==> src/rtl/morse_pkg.sv <==
// morse_pkg: shared definitions for the Morse queue player.
//   state_t       - player FSM states
//   morse_sym_t   - {length, left-aligned pattern} of one letter (1 = dash)
//   morse_lookup  - A..Z table, code 0 = 'A'
package morse_pkg;

  localparam int MORSE_MAX_LEN = 4;

  typedef enum logic [2:0] {
    IDLE  = 3'd0,
    LOAD  = 3'd1,
    MARK  = 3'd2,
    SPACE = 3'd3,
    GAP   = 3'd4
  } state_t;

  // pat is MSB first: element 0 sits in pat[MORSE_MAX_LEN-1], unused tail bits are 0
  typedef struct packed {
    logic [2:0]               len;
    logic [MORSE_MAX_LEN-1:0] pat;
  } morse_sym_t;

  function automatic morse_sym_t morse_lookup(input logic [4:0] code);
    morse_sym_t sym;
    case (code)
      5'd0:    sym = '{len: 3'd2, pat: 4'b0100}; // A .-
      5'd1:    sym = '{len: 3'd4, pat: 4'b1000}; // B -...
      5'd2:    sym = '{len: 3'd4, pat: 4'b1010}; // C -.-.
      5'd3:    sym = '{len: 3'd3, pat: 4'b1000}; // D -..
      5'd4:    sym = '{len: 3'd1, pat: 4'b0000}; // E .
      5'd5:    sym = '{len: 3'd4, pat: 4'b0010}; // F ..-.
      5'd6:    sym = '{len: 3'd3, pat: 4'b1100}; // G --.
      5'd7:    sym = '{len: 3'd4, pat: 4'b0000}; // H ....
      5'd8:    sym = '{len: 3'd2, pat: 4'b0000}; // I ..
      5'd9:    sym = '{len: 3'd4, pat: 4'b0111}; // J .---
      5'd10:   sym = '{len: 3'd3, pat: 4'b1010}; // K -.-
      5'd11:   sym = '{len: 3'd4, pat: 4'b0100}; // L .-..
      5'd12:   sym = '{len: 3'd2, pat: 4'b1100}; // M --
      5'd13:   sym = '{len: 3'd2, pat: 4'b1000}; // N -.
      5'd14:   sym = '{len: 3'd3, pat: 4'b1110}; // O ---
      5'd15:   sym = '{len: 3'd4, pat: 4'b0110}; // P .--.
      5'd16:   sym = '{len: 3'd4, pat: 4'b1101}; // Q --.-
      5'd17:   sym = '{len: 3'd3, pat: 4'b0100}; // R .-.
      5'd18:   sym = '{len: 3'd3, pat: 4'b0000}; // S ...
      5'd19:   sym = '{len: 3'd1, pat: 4'b1000}; // T -
      5'd20:   sym = '{len: 3'd3, pat: 4'b0010}; // U ..-
      5'd21:   sym = '{len: 3'd4, pat: 4'b0001}; // V ...-
      5'd22:   sym = '{len: 3'd3, pat: 4'b0110}; // W .--
      5'd23:   sym = '{len: 3'd4, pat: 4'b1001}; // X -..-
      5'd24:   sym = '{len: 3'd4, pat: 4'b1011}; // Y -.--
      5'd25:   sym = '{len: 3'd4, pat: 4'b1100}; // Z --..
      default: sym = '{len: 3'd1, pat: 4'b0000}; // unreachable codes play a single dot
    endcase
    return sym;
  endfunction

endpackage

==> src/rtl/sync_fifo.sv <==
// sync_fifo: single-clock FIFO, DEPTH a power of two.
//   clk, rst_n        - clock, async active-low reset
//   flush             - synchronous empty (wins over push/pop)
//   push, din         - write request and data (accepted when full if pop is accepted too)
//   pop, dout         - read request; dout shows the head combinationally
//   full, empty, count
module sync_fifo #(
  parameter int DEPTH = 8,
  parameter int WIDTH = 5
) (
  input  logic                       clk,
  input  logic                       rst_n,
  input  logic                       flush,
  input  logic                       push,
  input  logic [WIDTH-1:0]           din,
  input  logic                       pop,
  output logic [WIDTH-1:0]           dout,
  output logic                       full,
  output logic                       empty,
  output logic [$clog2(DEPTH+1)-1:0] count
);

  localparam int AW = $clog2(DEPTH);
  localparam int CW = $clog2(DEPTH+1);

  logic [WIDTH-1:0] mem_r [DEPTH];
  logic [AW-1:0]    wr_ptr_r, rd_ptr_r;
  logic [CW-1:0]    count_r;
  logic             pop_ok_s, push_ok_s;

  assign empty     = (count_r == {CW{1'b0}});
  assign full      = (count_r == CW'(DEPTH));
  assign pop_ok_s  = pop & ~empty;
  assign push_ok_s = push & (~full | pop_ok_s);
  assign dout      = mem_r[rd_ptr_r];
  assign count     = count_r;

  // storage array, written only on an accepted push
  always_ff @(posedge clk) begin
    if (push_ok_s && !flush) begin
      mem_r[wr_ptr_r] <= din;
    end
  end

  // pointers and occupancy; pointers wrap on their natural width
  always_ff @(posedge clk or negedge rst_n) begin
    if (!rst_n) begin
      wr_ptr_r <= {AW{1'b0}};
      rd_ptr_r <= {AW{1'b0}};
      count_r  <= {CW{1'b0}};
    end else if (flush) begin
      wr_ptr_r <= {AW{1'b0}};
      rd_ptr_r <= {AW{1'b0}};
      count_r  <= {CW{1'b0}};
    end else begin
      if (push_ok_s) wr_ptr_r <= wr_ptr_r + AW'(1);
      if (pop_ok_s)  rd_ptr_r <= rd_ptr_r + AW'(1);
      if (push_ok_s && !pop_ok_s)      count_r <= count_r + CW'(1);
      else if (pop_ok_s && !push_ok_s) count_r <= count_r - CW'(1);
    end
  end

endmodule

==> src/rtl/morse_queue_player.sv <==
// morse_queue_player: letter buttons queue characters that are played as Morse
// tone on a piezo buzzer.
//   clk, rst_n  - clock, async active-low reset
//   btn         - raw push buttons, button i = letter 'A'+i
//   abort       - flush queue and stop playback
//   clr_ovf     - clear sticky overflow
//   buzzer      - square-wave drive, only during MARK
//   busy        - player not IDLE
//   fifo_count  - queued characters
//   overflow    - a press was dropped on a full queue
module morse_queue_player
  import morse_pkg::*;
#(
  parameter int NUM_BTN    = 12,
  parameter int FIFO_DEPTH = 8,
  parameter int UNIT_CYC   = 2500000,
  parameter int TONE_DIV   = 15625
) (
  input  logic                            clk,
  input  logic                            rst_n,
  input  logic [NUM_BTN-1:0]              btn,
  input  logic                            abort,
  input  logic                            clr_ovf,
  output logic                            buzzer,
  output logic                            busy,
  output logic [$clog2(FIFO_DEPTH+1)-1:0] fifo_count,
  output logic                            overflow
);

  localparam int UW = $clog2(3*UNIT_CYC);
  localparam int TW = (TONE_DIV > 1) ? $clog2(TONE_DIV) : 1;
  localparam logic [UW-1:0] DOT_LAST  = UW'(UNIT_CYC-1);
  localparam logic [UW-1:0] DASH_LAST = UW'(3*UNIT_CYC-1);
  localparam logic [TW-1:0] TONE_LAST = TW'(TONE_DIV-1);

  logic [NUM_BTN-1:0] sync1_r, sync2_r, prev_r, rise_s;
  logic [1:0]         prime_r;
  logic               hit_s, push_r, ovf_r;
  logic [4:0]         code_s, code_r, char_r, fifo_dout_s;
  logic               fifo_full_s, fifo_empty_s, pop_s, adv_s;
  state_t             state_r, state_n;
  morse_sym_t         sym_s;
  logic [2:0]         len_r;
  logic [3:0]         pat_r;
  logic [1:0]         idx_r, bit_sel_s;
  logic               dash_s, last_elem_s;
  logic [UW-1:0]      unit_cnt_r, mark_last_s;
  logic [TW-1:0]      tone_cnt_r;
  logic               tone_r;

  // synchroniser and edge reference; prev is held at all-ones until the
  // synchroniser has filled so a button held through reset is not a press
  always_ff @(posedge clk or negedge rst_n) begin
    if (!rst_n) begin
      sync1_r <= {NUM_BTN{1'b0}};
      sync2_r <= {NUM_BTN{1'b0}};
      prev_r  <= {NUM_BTN{1'b1}};
      prime_r <= 2'd0;
    end else begin
      sync1_r <= btn;
      sync2_r <= sync1_r;
      if (prime_r == 2'd2) begin
        prev_r <= sync2_r;
      end else begin
        prev_r  <= {NUM_BTN{1'b1}};
        prime_r <= prime_r + 2'd1;
      end
    end
  end

  assign rise_s = sync2_r & ~prev_r;
  assign hit_s  = |rise_s;

  // lowest-index rising edge wins; the rest are discarded silently
  always_comb begin
    code_s = 5'd0;
    for (int i = NUM_BTN-1; i >= 0; i--) begin
      code_s = rise_s[i] ? 5'(i) : code_s;
    end
  end

  // detected code, written into the FIFO one cycle later
  always_ff @(posedge clk or negedge rst_n) begin
    if (!rst_n) begin
      push_r <= 1'b0;
      code_r <= 5'd0;
    end else begin
      push_r <= hit_s;
      code_r <= code_s;
    end
  end

  sync_fifo #(
    .DEPTH (FIFO_DEPTH),
    .WIDTH (5)
  ) u_fifo (
    .clk   (clk),
    .rst_n (rst_n),
    .flush (abort),
    .push  (push_r & ~abort),
    .din   (code_r),
    .pop   (pop_s),
    .dout  (fifo_dout_s),
    .full  (fifo_full_s),
    .empty (fifo_empty_s),
    .count (fifo_count)
  );

  // sticky overflow; a set in the same cycle beats the clear
  always_ff @(posedge clk or negedge rst_n) begin
    if (!rst_n) begin
      ovf_r <= 1'b0;
    end else if (push_r && fifo_full_s && !pop_s && !abort) begin
      ovf_r <= 1'b1;
    end else if (clr_ovf) begin
      ovf_r <= 1'b0;
    end
  end

  assign sym_s       = morse_lookup(char_r);
  assign bit_sel_s   = 2'(MORSE_MAX_LEN-1) - idx_r;
  assign dash_s      = pat_r[bit_sel_s];
  assign mark_last_s = dash_s ? DASH_LAST : DOT_LAST;
  assign last_elem_s = (({1'b0, idx_r} + 3'd1) == len_r);

  // FSM state register
  always_ff @(posedge clk or negedge rst_n) begin
    if (!rst_n) state_r <= IDLE;
    else        state_r <= state_n;
  end

  // FSM next state, FIFO pop and element advance
  always_comb begin
    state_n = state_r;
    pop_s   = 1'b0;
    adv_s   = 1'b0;
    if (abort) begin
      state_n = IDLE;
    end else begin
      case (state_r)
        IDLE: begin
          if (!fifo_empty_s) begin
            pop_s   = 1'b1;
            state_n = LOAD;
          end else begin
            state_n = IDLE;
          end
        end
        LOAD: state_n = MARK;
        MARK: begin
          if (unit_cnt_r == mark_last_s) begin
            state_n = last_elem_s ? GAP : SPACE;
          end else begin
            state_n = MARK;
          end
        end
        SPACE: begin
          if (unit_cnt_r == DOT_LAST) begin
            adv_s   = 1'b1;
            state_n = MARK;
          end else begin
            state_n = SPACE;
          end
        end
        GAP: begin
          if (unit_cnt_r == DASH_LAST) state_n = IDLE;
          else                         state_n = GAP;
        end
        default: state_n = IDLE;
      endcase
    end
  end

  // character, symbol, element index and unit timer
  always_ff @(posedge clk or negedge rst_n) begin
    if (!rst_n) begin
      char_r     <= 5'd0;
      len_r      <= 3'd0;
      pat_r      <= 4'd0;
      idx_r      <= 2'd0;
      unit_cnt_r <= {UW{1'b0}};
    end else begin
      if (pop_s) char_r <= fifo_dout_s;
      if (state_r == LOAD) begin
        len_r <= sym_s.len;
        pat_r <= sym_s.pat;
        idx_r <= 2'd0;
      end else if (adv_s) begin
        idx_r <= idx_r + 2'd1;
      end
      // the timer restarts on every state change so each state counts from 0
      if (state_r == IDLE || state_n != state_r) unit_cnt_r <= {UW{1'b0}};
      else                                       unit_cnt_r <= unit_cnt_r + UW'(1);
    end
  end

  // tone generator: starts high on MARK entry, forced low elsewhere
  always_ff @(posedge clk or negedge rst_n) begin
    if (!rst_n) begin
      tone_r     <= 1'b0;
      tone_cnt_r <= {TW{1'b0}};
    end else if (state_n == MARK) begin
      if (state_r != MARK) begin
        tone_r     <= 1'b1;
        tone_cnt_r <= {TW{1'b0}};
      end else if (tone_cnt_r == TONE_LAST) begin
        tone_r     <= ~tone_r;
        tone_cnt_r <= {TW{1'b0}};
      end else begin
        tone_cnt_r <= tone_cnt_r + TW'(1);
      end
    end else begin
      tone_r     <= 1'b0;
      tone_cnt_r <= {TW{1'b0}};
    end
  end

  assign buzzer   = tone_r;
  assign busy     = (state_r != IDLE);
  assign overflow = ovf_r;

endmodule
==> config.mk <==
export PLATFORM = sky130hd
export DESIGN_NAME = morse_queue_player
export DESIGN_NICKNAME = d
export VERILOG_FILES = /design/src/rtl/morse_pkg.sv /design/src/rtl/sync_fifo.sv /design/src/rtl/morse_queue_player.sv
export SDC_FILE = /design/constraint.sdc
export NUM_CORES = 1
export LEC_CHECK = 0
export ABC_AREA = 1
export ABC_CLOCK_PERIOD_IN_PS = 3300
export CORE_UTILIZATION = 45
export DETAILED_ROUTE_END_ITERATION = 16
export HOLD_SLACK_MARGIN = 0.03
export PLACE_DENSITY_LB_ADDON = 0.05
export SLEW_MARGIN = 40
export SYNTH_ARGS = -nofsm -noshare
export SYNTH_HDL_FRONTEND = slang
export SYNTH_SLANG_ARGS = --single-unit
==> constraint.sdc <==
create_clock -name clk -period 3.3 [get_ports clk]
set_clock_uncertainty 0.1 [all_clocks]
set_input_delay 0.33 -clock clk [delete_from_list [all_inputs] [get_ports clk]]
set_output_delay 0.33 -clock clk [all_outputs]
set_load 0.02 [all_outputs]
==> metrics.md <==
| Metric | Value |
|---|---|
| Status | `finished, final reports clean` |
| Max clock buf depth | `2` |
| Cell Area, Synth | `0.00655 mm2` |
| Max Slew Vio Count | `0` |
| Vias in the first global route | `4451` |
| Yosys cell types | `43` |
| Crit Path Class | `flop to flop` |
| # rows | `43` |
| WP data required | `3.50 ns` |
| Reg-to-reg slack, setup | `0.60 ns` |
| Max VDD drop | `0.523 mV` |
| EDFF count, synth | `32` |
| Xor and xnor area share after synthesis | `4.28%` |
| Non-filler cells in the finished layout | `917` |
| Async S/R FF share, synth | `77.1%` |
| Nets@finish | `756` |
| Max Cap Violations | `0` |
| Initial cell density of the core | `46.7%` |
| Share of cells above drive strength 1 | `13.3%` |
| Count of state elements after synthesis | `140` |
| Setup_tns | `0 ns` |
| Die area | `0.0151 mm2` |
| CP Max Fanout | `7` |
| CP Launch Type | `flop` |
| Final antenna-violating net count | `0` |
| Min Clock Period, post-route | `2.70 ns` |
| Critical Path Source | `state_r[2]` |
| Antenna cells | `0` |
| Worst min path class | `input pin to flop` |
| Number of vias per cell | `4.96` |
| Post-CTS setup buffer count | `0` |
| Simple-Gate Fraction of Synth Area | `21.7%` |
| Leak pwr | `3.20 nW` |
| GR Util All Layers | `18.7%` |
| Core Region | `0.0140 mm2` |
| Slew margin rel. | `54.5%` |
| FILL cells | `1252` |
| CTS H-Tree Depth | `4` |
| Routability cong. | `0.860` |
| Remaining DRCs | `0` |
| Footprint of the multi-input gates | `0.00244 mm2` |
| Main area contributors after synthesis | `dfrtp_1 37%, edfxtp_1 15%, nand2_1 6.6%, nor2_1 5.8%, dfstp_2 4.8%` |
| First-pass GRT wire length | `21400 um` |
| Avg WL per Cell | `13.6 um` |
| Total Wirelength | `12400 um` |
| Hold Path Origin | `btn[11]` |
| Drt pass-1 iters | `5` |
| CTS Hold Bufs | `1` |
| Die Y-Extent | `123 um` |
| Ports | `23` |
| Detailed Place HPWL | `8680 um` |
| R2R depth | `14` |
| Final setup viols | `0` |
| Port-buffer cells | `22` |
| Largest net degree at the start of global routing | `72` |
| Post-DP Area | `0.00693 mm2` |
| Largest family of logic cells by synthesized area | `simple AND/OR/NAND/NOR gates` |
| Post-synth top area cell | `dfrtp_1` |
| Clock Latency Late Sink | `0.42 ns` |
| Fin. Hold Viols | `0` |
| CTS tree | `yes` |
| WP data arrival | `2.90 ns` |
| Dpl cells | `884` |
| Post-Syn Area per Cell | `9.46 um2` |
| Synth Area in Adders | `3.17%` |
| CTS buffer count | `17` |
| RSZ-0062 raised after global routing | `no` |
| Worst-margin pin slew | `0.682 ns` |
| Via Count | `4551` |
| Post-synth top area share | `36.7%` |
| Mux share of post-synthesis cell area | `0.611%` |
| Endpoint type of the worst setup path | `flop` |
| Final Cycle Share | `81.9%` |
| Most common cell after layout, fill and taps aside | `nand2_1` |
| Most frequent cells in the layout | `116 x nand2_1, 102 x nor2_1, 96 x dfrtp_1` |
| Area fraction in compound gates after synthesis | `7.46%` |
| Synthesized Nets | `725` |
| Clk slew on worst S/H paths | `0.07 ns` |
| Highest clock rate | `370 MHz` |
| GRT overflow | `0` |
| Cell Pwr Density | `718 mW/mm2` |
| Initial drt markers | `288` |
| Initial antenna violation count | `0` |
| Clock sinks | `140` |
| Critical R2R Capture | `u_fifo.count[3]` |
| Power consumption | `0.00542 W` |
| Finished layout cell area | `0.00755 mm2` |
| Area growth, synth to finish | `15.2%` |
| Die Width | `123 um` |
| Root buffer cell | `clkbuf_16` |
| Post_cts resized | `0` |
| Post-synth top flop | `dfrtp_1` |
| Worst setup path endpoint | `u_fifo.count[3]` |
| Ys Warns | `0` |
| Sequential cell area | `0.00368 mm2` |
| FF-to-FF Start | `state_r[2]` |
| Post-synthesis sequential area ratio | `56.1%` |
| Cells after Synth | `693` |
per-stage QoR:
| stage | util [%] | hold slack [ns] | worst slack [ns] |
|---|---|---|---|
| 4_1_cts | 53.8 | 0.234 | 0.600 |
| 5_1_grt | 53.8 | 0.226 | 0.389 |
| 3_5_place_dp | 49.3 | 0.235 | 0.528 |
| 2_1_floorplan | - | -0.0656 | 0.820 |
| 6_report | 53.8 | 0.244 | 0.597 |
| 3_3_place_gp | 49.3 | 0.233 | 0.617 |
cell usage after synthesis, types with 2 or more instances:
| cell type | instances |
|---|---|
| a21oi_1 | 14 |
| a31oi_1 | 4 |
| buf_6 | 2 |
| clkbuf_1 | 8 |
| clkinv_1 | 2 |
| dfrtp_1 | 96 |
| dfstp_2 | 12 |
| edfxtp_1 | 32 |
| ha_1 | 15 |
| inv_1 | 81 |
| inv_2 | 7 |
| mux2i_1 | 4 |
| nand2_1 | 116 |
| nand2_2 | 6 |
| nand3_1 | 31 |
| nand4_1 | 13 |
| nor2_1 | 102 |
| nor2_2 | 22 |
| nor2_4 | 2 |
| nor3_1 | 9 |
| nor4_1 | 5 |
| o211ai_1 | 6 |
| o21ai_0 | 34 |
| o21bai_1 | 2 |
| o221ai_1 | 4 |
| o22ai_1 | 4 |
| o31ai_1 | 2 |
| o32ai_1 | 5 |
| or2_2 | 9 |
| xnor2_1 | 8 |
| xor2_1 | 24 |
layer usage:
layer	part of all wire [%]	vias up	GRT usage (%)	wire length, um
met5	0	-	0	0
met4	1.0	0	6.33	130
met3	4.0	11	5.02	501
met2	46	64	28.4	5680
met1	49	2160	25.7	6110
li1	-	2316	-	-
worst min-delay path by stage:
stage | depth (start not counted) | slack (ns) | endpoint
after detailed placement | 0 | 0.23 | sync2_r[2]
after global routing | 1 | 0.23 | sync1_r[2]
after floorplan | 0 | -0.07 | buzzer
final | 1 | 0.24 | sync1_r[11]
after CTS | 1 | 0.23 | sync1_r[0]
after global placement | 0 | 0.23 | sync2_r[0]
state kept, by name (all words and copies together), names as in the netlist, 3 cells and up:
name             flops
u_fifo.count         4
u_fifo.mem_r        32
pat_r                4
len_r                3
tone_cnt_r          14
u_fifo.rd_ptr_r      3
u_fifo.wr_ptr_r      3
sync2_r             12
sync1_r             12
state_r              3
prev_r              12
char_r               4
code_r               4
unit_cnt_r          23
power breakdown:
part / internal, W / switching [W]
sequential: 0.00199 / 0.000233
combinational: 0.000452 / 0.000775
clock: 0.00113 / 0.000838
cells by family (layout without fill, tap and decap cells):
logic type                 count (synthesis)  after routing
AOI/OAI and AO/OA                         80             80
xor gates and xnor gates                  32             32
adders and majority gates                 16             16
buffers and inverters                    103            147
DFF                                      140            140
muxes                                      4              4
and+or+nand+nor                          318            318
worst max-delay path, cell delays in order (launching register included):
cell     delay (ns)
dfrtp_1        0.46
nor2_2         0.17
nand2_2        0.08
a31oi_2        0.24
nand2_2        0.14
nand2_1        0.13
nand2_2        0.08
inv_2          0.08
nand2_2        0.11
ha_1           0.34
a21oi_1        0.16
nand2_1        0.07
xor2_1         0.15
xnor2_1        0.16
o22ai_1        0.09
layout make-up:
cell class	count	area share, %
Sequential cell	140	48.7
Multi-Input combinational cell	450	32.3
Clock buffer	18	5.96
Inverter	90	4.47
Timing Repair Buffer	25	3.38
Tap cell	180	2.98
Clock inverter	14	2.19
Power figures use the tool's default switching activity.
